File: config.mk
export PLATFORM = sky130hd
export DESIGN_NAME = elm_hidden_neuron_mac
export DESIGN_NICKNAME = d
export VERILOG_FILES = /design/src/rtl/elm_hidden_neuron_mac.sv
export SDC_FILE = /design/constraint.sdc
export NUM_CORES = 1
export LEC_CHECK = 0
export ABC_AREA = 1
export CAP_MARGIN = 15
export CORE_ASPECT_RATIO = 2
export CORE_UTILIZATION = 45
export DETAILED_ROUTE_END_ITERATION = 6
export PLACE_DENSITY = 0.65
export SLEW_MARGIN = 20
export SYNTH_ARGS = -nofsm -noshare
export SYNTH_HDL_FRONTEND = slang
export SYNTH_SLANG_ARGS = --single-unit
File: constraint.sdc
create_clock -name clk -period 5.28 [get_ports clk]
set_input_delay 0.792 -clock clk [delete_from_list [all_inputs] [get_ports clk]]
set_output_delay 0.792 -clock clk [all_outputs]
set_load 0.02 [all_outputs]
File: src/rtl/elm_hidden_neuron_mac.sv
// MAC datapath for one ELM hidden neuron: streams activations against weight memory,
// accumulates with saturation, adds bias and emits one clamped Q(fracBits) result per vector.
module elm_hidden_neuron_mac #(
  parameter int dataWidth    = 16,
  parameter int addressWidth = 10,
  parameter int numWeight    = 784,
  parameter int fracBits     = 8
) (
  input  logic                      clk,
  input  logic                      rstn,
  input  logic [dataWidth-1:0]      myinput,
  input  logic                      myinputValid,
  input  logic [2*dataWidth-1:0]    bias,
  output logic                      ren,
  output logic [addressWidth:0]     raddr,
  input  logic [dataWidth-1:0]      wout,
  output logic [dataWidth-1:0]      out,
  output logic                      outvalid
);

  localparam int AW = addressWidth + 1;
  localparam int SW = 2 * dataWidth;
  localparam logic signed [SW-1:0] OUT_MAX = SW'((2 ** (dataWidth - 1)) - 1);
  localparam logic signed [SW-1:0] OUT_MIN = -OUT_MAX - SW'(1);

  logic                 is_last;
  logic [dataWidth-1:0] in_d;
  logic                 in_valid_d;
  logic                 in_last_d;
  logic [SW-1:0]        prod;
  logic                 prod_valid;
  logic                 prod_last;
  logic [SW-1:0]        sum;
  logic                 bias_pending;
  logic [SW-1:0]        acc_next;
  logic [SW-1:0]        biased;
  logic signed [SW-1:0] shifted;
  logic [dataWidth-1:0] clamped;

  // Two's complement add that clamps instead of wrapping on overflow.
  function automatic logic [SW-1:0] sat_add(input logic [SW-1:0] a, input logic [SW-1:0] b);
    logic [SW-1:0] s;
    s = a + b;
    if ((a[SW-1] == b[SW-1]) && (s[SW-1] != a[SW-1]))
      s = a[SW-1] ? {1'b1, {(SW-1){1'b0}}} : {1'b0, {(SW-1){1'b1}}};
    return s;
  endfunction

  assign ren     = myinputValid & rstn;
  assign is_last = (raddr == AW'(numWeight - 1));

  always_comb begin
    acc_next = sat_add(sum, prod);
    biased   = sat_add(sum, bias);
    shifted  = $signed(biased) >>> fracBits;
    clamped  = shifted[dataWidth-1:0];
    if (shifted > OUT_MAX)
      clamped = OUT_MAX[dataWidth-1:0];
    else if (shifted < OUT_MIN)
      clamped = OUT_MIN[dataWidth-1:0];
  end

  always_ff @(posedge clk or negedge rstn) begin
    if (!rstn) begin
      raddr      <= '0;
      in_d       <= '0;
      in_valid_d <= 1'b0;
      in_last_d  <= 1'b0;
      prod       <= '0;
      prod_valid <= 1'b0;
      prod_last  <= 1'b0;
    end else begin
      if (myinputValid)
        raddr <= is_last ? '0 : raddr + AW'(1);
      in_d       <= myinput;
      in_valid_d <= myinputValid;
      in_last_d  <= myinputValid & is_last;
      prod       <= SW'($signed(in_d)) * SW'($signed(wout));
      prod_valid <= in_valid_d;
      prod_last  <= in_valid_d & in_last_d;
    end
  end

  // During the bias-add cycle the accumulator restarts from the next vector's
  // first product (if present) so back-to-back vectors lose nothing.
  always_ff @(posedge clk or negedge rstn) begin
    if (!rstn) begin
      sum          <= '0;
      bias_pending <= 1'b0;
      out          <= '0;
      outvalid     <= 1'b0;
    end else begin
      bias_pending <= prod_valid & prod_last;
      if (bias_pending) begin
        out      <= clamped;
        outvalid <= 1'b1;
        sum      <= prod_valid ? prod : '0;
      end else begin
        outvalid <= 1'b0;
        if (prod_valid)
          sum <= acc_next;
      end
    end
  end

endmodule

# Word-level counts from Yosys, hierarchy flattened
# Index checks and enable logic that the tools add are counted.
# W data, S select, Z words.
# totals
ff_bits	113
elab_cells	39
# classes
add_sub_neg	3
multipliers	1
order_cmp	2
n_eq_ne	5
muxes	10
n_bitwise	4
reduce_logical	3
# ops
operator	n
$mux W32	6
$add A32 B32 Y32	2
$mul A16 B16 Y32	1
$mux W16	2
$gt A24 B16 Y1 const B	1
$lt A24 B16 Y1 const B	1
$add A11 B1 Y11 const B	1
$eq A11 B10 Y1 const B	1
$mux W11	1
$and A1 B1 Y1	4
$eq A1 B1 Y1	2
$logic_and A1 B1 Y1	2
$ne A1 B1 Y1	2
$reduce_bool A2 Y1	1
$mux W1	1

# Depth between registers and ports, before layout
# logic_depth
word_depth	7
ltp_mapped	29
depth_no_buf	27

# Least setup slack after synthesis
# OpenSTA, ideal clock, no wires.
# synth_path
kind	input to register
start	input port wout[2]
end	register prod[28]
setup_time_ps	79
t_arrival_ps	6116
setup_slack_ps	-915
stages	22
cell_sequence	clkbuf_1 > clkbuf_1 > nand2_1 > fa_1 > inv_1 > fa_1 > fa_1 > fa_1 > fa_1 > inv_1 > fa_1 > inv_1 > ha_1 > clkbuf_1 > a21oi_1 > inv_1 > a31oi_1 > nand2_1 > nand2_1 > nand3_1 > a21oi_1 > xor2_1
# synth_between
elab_chain_len	1
# synth_rtl
element	line_no	source
start: declaration	16	input logic [dataWidth-1:0] wout,
$mul A16 B16 Y32	78	prod <= SW'($signed(in_d)) * SW'($signed(wout));
end signal: assignment	78	
end: declaration	30	logic [SW-1:0] prod;
# Every way passes these cells.
# A chain may end at the register's enable or synchronous reset.

# Worst setup path in the final report
# layout_path
start	input port wout[9]
end	register prod[31]
# Same word-level chain as after synthesis.

==> results.md <==
- The vertical die dimension is 290 um.
- Across the run, the number of max-cap violations was 0.
- For this run, the share of the core covered by cells in the final layout is 57.1%.
- The clock passes through at most 2 buffers.
- The insertion delay of the later-clocked pin in the worst-skew pair is 0.45 ns.
- The fraction of layout cells with a size suffix above 1 is 17.6%.
- For the worst flop-to-flop path, the logic depth is 25.
- The number of warnings issued by yosys is 0.
- The synthesized netlist contains 44 unique library cells.
- The clock net sink count is 113.
- The worst hold path belongs to the class input pin to asynchronous set/reset pin.
- The level count of the clock H-tree is 4.
- Timing would allow up to 178 MHz.
- The highest metal layer carrying signal wires in the routed design is met4.
- In this run the remaining antenna-violating nets after routing total 0.
- The tree is rooted in a sky130_fd_sc_hd__clkbuf_16.
- The clock-pin transition on the worst setup and hold timing paths is 0.06 ns.
- The number of detailed-routing iterations run before antenna repair is 5.
- The detailed-route wire length is 54900 um.
- From synthesis to final layout, the design area changed by 25.4%.
- After floorplanning, the core was divided into 105 placement rows.
- The top fanout value on the critical path is 5.
- Global routing used 27.1% of the available tracks.
- The number of clock buffers added by TritonCTS is 17.
- The total congestion overflow after global routing is 0.
- Detailed placement finished with a half-perimeter wire length of 46200 um.
- Data on the critical path is required at its endpoint by 5.63 ns.
- The worst slack at placement is -1.30 ns.
- The detailed-routing wirelength on met1 is 17100 um.
- The post-synthesis area per instance is 7.26 um2.
- The post-synthesis register bit count is 113.
- In the synthesized netlist, the number of instances is 2563.
- Data arrives at the worst endpoint at 5.96 ns.
- The count of endpoints failing setup in the final report is 13.
- The layout has 3724 filler cells.
- Setup repair after global routing could not meet its margin everywhere.
- The number of inserted diodes is 0.
- The total I/O pin count is 96.
- Among all cell types in the netlist, the one instantiated most often is sky130_fd_sc_hd__nand2_1.
- TritonCTS built the clock tree.
- Ranked by instance count, the synthesized netlist is headed by sky130_fd_sc_hd__nand2_1 (789), sky130_fd_sc_hd__inv_1 (627), sky130_fd_sc_hd__fa_1 (264).
- The checks that failed: setup timing.
- The time the worst path needs with I/O delays and setup is 5.61 ns.
- The final worst clock skew is 0.0132 ns.
- The critical path in this run is classified as input pin to flop.
- The routed wirelength normalized by instance count is 16.2 um.
- Summing the areas of all compound-gate instances in the mapped netlist gives 5.57% of the synthesized area.
- The final-report hold violation count is 0.
- The flow ran to the end, but the final reports show violations.
- Of the total synthesized cell area, the portion taken by AND, OR, NAND and NOR gates is 23.0%.
- By area, the combinational part of the netlist is dominated by adder cells.
- The startpoint identified for the worst register-to-register timing path is in_d[12]$_DFF_PN0_.
- Input and output buffers added on the ports amount to 95.
- The slew at the pin with the worst max-slew slack is 0.998 ns.
- The type of destination of the critical path is a flop.
- The parity-gate share of the synthesized area counting xor and xnor cells is 3.76%.
- Routability-driven placement finished with a final weighted congestion of 0.957.
- The total core area is 40900 um2.
- Summed over all failing endpoints, the final setup total negative slack is -2.80 ns.
- The number of placed instances with taps included is 3297.
- Using the TritonRoute via totals, the vias-per-cell ratio works out to 4.90.
- Summed over its instances, the top area cell type makes up 28.4% of the synthesized netlist area.
- The adder-cell area share of the yosys netlist is 38.1%.
- The post-route clock period utilization is 106%.
- The number of nets in the synthesized netlist is 3038.
- The summed instance area of the synthesized netlist is 18600 um2.
- The first global-routing pass estimated 87500 um of wire.
- The final number of max-transition violations was 0.
- The number of violations reported at the end of detailed-routing iteration 0 is 544.
- The worst register-to-register path has a setup slack of -0.27 ns.
- Yosys mapped a number of flops with a built-in enable equal to 0.
- Once the floorplan was initialized, standard cells occupied 45.6% of the core.
- The number of antenna violations at the first check in global routing is 0.
- The detailed route wirelength on metal3 is 1020 um.
- The count of nets after finishing is 3316.
- The worst-case setup margin in the final layout is -0.332 ns.
- The share of synthesized area spent on multiplexers is 0%.
- In the post-synthesis netlist, the biggest area contributors are sky130_fd_sc_hd__fa_1 (28%), sky130_fd_sc_hd__nand2_1 (16%), sky130_fd_sc_hd__dfrtp_1 (15%), sky130_fd_sc_hd__inv_1 (13%), sky130_fd_sc_hd__ha_1 (9.7%).
- The total die area is 42200 um2.
- The post-route DRC violation count is 0.
- The routed layout has 16586 vias.
- The wire length on met2 is 32500 um.
- The end of the worst register-to-register path is prod[31]$_DFF_PN0_.
- Of all cell types, the one taking the most synthesized area is sky130_fd_sc_hd__fa_1.
- The most used flip-flop cell after synthesis is sky130_fd_sc_hd__dfrtp_1.
- Measured along the x axis, the die boundary spans 146 um.
- The number of global-route vias before repair was 18269.
- The fraction of the yosys area taken by sequential cells is 15.2%.
- The non-filler instance count after layout is 3388.
- Entering global routing, the biggest net connects 52 pins.
- The worst setup path is launched from an input pin.
- Of all flip-flops after synthesis, the portion carrying an async set or reset was 100%.
- The worst pin sits at a relative slew slack of 33.4%.
==> placed cells by master, fill, tap and decap left out, types with 37 or more instances in the layout <==
master,instances
sky130_fd_sc_hd__nand2_1,759
sky130_fd_sc_hd__inv_1,573
sky130_fd_sc_hd__fa_1,245
sky130_fd_sc_hd__buf_4,196
sky130_fd_sc_hd__nor2_1,161
sky130_fd_sc_hd__ha_1,126
sky130_fd_sc_hd__dfrtp_1,104
sky130_fd_sc_hd__clkdlybuf4s50_1,79
sky130_fd_sc_hd__a21oi_1,68
sky130_fd_sc_hd__xor2_1,56
sky130_fd_sc_hd__inv_2,53
sky130_fd_sc_hd__nand3_1,45
sky130_fd_sc_hd__o21ai_0,37
==> worst max-delay path, cell delays in order <==
cell and delay [ns]:
sky130_fd_sc_hd__buf_2 0.11, sky130_fd_sc_hd__buf_12 0.13, sky130_fd_sc_hd__buf_4 0.15, sky130_fd_sc_hd__buf_4 0.15
sky130_fd_sc_hd__nand2_1 0.08, sky130_fd_sc_hd__fa_1 0.45, sky130_fd_sc_hd__fa_1 0.51, sky130_fd_sc_hd__fa_2 0.62
sky130_fd_sc_hd__fa_1 0.45, sky130_fd_sc_hd__fa_1 0.49, sky130_fd_sc_hd__fa_1 0.53, sky130_fd_sc_hd__inv_2 0.05
sky130_fd_sc_hd__ha_4 0.27, sky130_fd_sc_hd__nand2_2 0.07, sky130_fd_sc_hd__inv_2 0.06, sky130_fd_sc_hd__nand3_2 0.07
sky130_fd_sc_hd__nor2_2 0.11, sky130_fd_sc_hd__nand4_1 0.11, sky130_fd_sc_hd__nand3_2 0.12, sky130_fd_sc_hd__nand3_2 0.09
sky130_fd_sc_hd__nand2_2 0.08, sky130_fd_sc_hd__nand4_1 0.10, sky130_fd_sc_hd__a31oi_1 0.22, sky130_fd_sc_hd__xnor2_1 0.15
==> routing by layer <==
layer  global-route usage [%]  up-vias
met5                        0        -
met4                     20.1        0
met3                     2.46      201
met2                     57.7      379
met1                     22.2     7934
li1                         -     8072
==> cell families (layout without fill, tap and decap cells) <==
logic type	count (synthesis)	after routing
AOI/OAI and AO/OA	183	183
adders and majority gates	408	408
xor gates and xnor gates	80	80
and+or+nand+nor	1072	1072
DFF	113	113
buffers and inverters	707	997
==> state kept, by name, summed over array words and instances (netlist names), 11 cells and up <==
name	flops
in_d	16
out	16
prod	32
raddr	11
sum	32
==> worst max-delay path by stage <==
stage          cells past startpoint                  to              start  slack (ns)
2_1_floorplan                     22  prod[28]$_DFF_PN0_            wout[3]       -0.41
3_3_place_gp                      22  prod[30]$_DFF_PN0_           wout[11]       -1.21
3_5_place_dp                      20  prod[30]$_DFF_PN0_            wout[3]       -1.30
4_1_cts                           21  prod[30]$_DFF_PN0_           wout[11]       -0.31
5_1_grt                           25  prod[28]$_DFF_PN0_  in_d[3]$_DFF_PN0_       -0.52
6_report                          24  prod[31]$_DFF_PN0_            wout[9]       -0.33
==> timing repair <==
item | in CTS | in global routing
setup endpoints to repair | 21 | 18
gates cloned | 2 | 1
pin swaps | 71 | 119
gates resized for setup | 148 | 138
hold buffers | 0 | 0
buffers inserted | 37 | 26
==> through the flow <==
stage	instance area [um2]	hold slack, ns
2_1_floorplan	19100	0.354
3_3_place_gp	21700	0.358
3_5_place_dp	21700	0.368
4_1_cts	22900	0.311
5_1_grt	23300	0.333
6_report	23300	0.313
==> final cells by class <==
type                       instances  area [um2]  area share (%)
clock buffer                      19         443            1.90
clock inverter                    12         165           0.707
inverter                         629        2370            10.1
multi-input combinational       1743       13800            58.9
sequential                       113        2840            12.2
tap                              535         669            2.87
timing repair buffer             337        3110            13.3
Power is left out: the tool's default activity adds up to more than one toggle a clock period on the data nets, which glitch-free logic cannot reach.
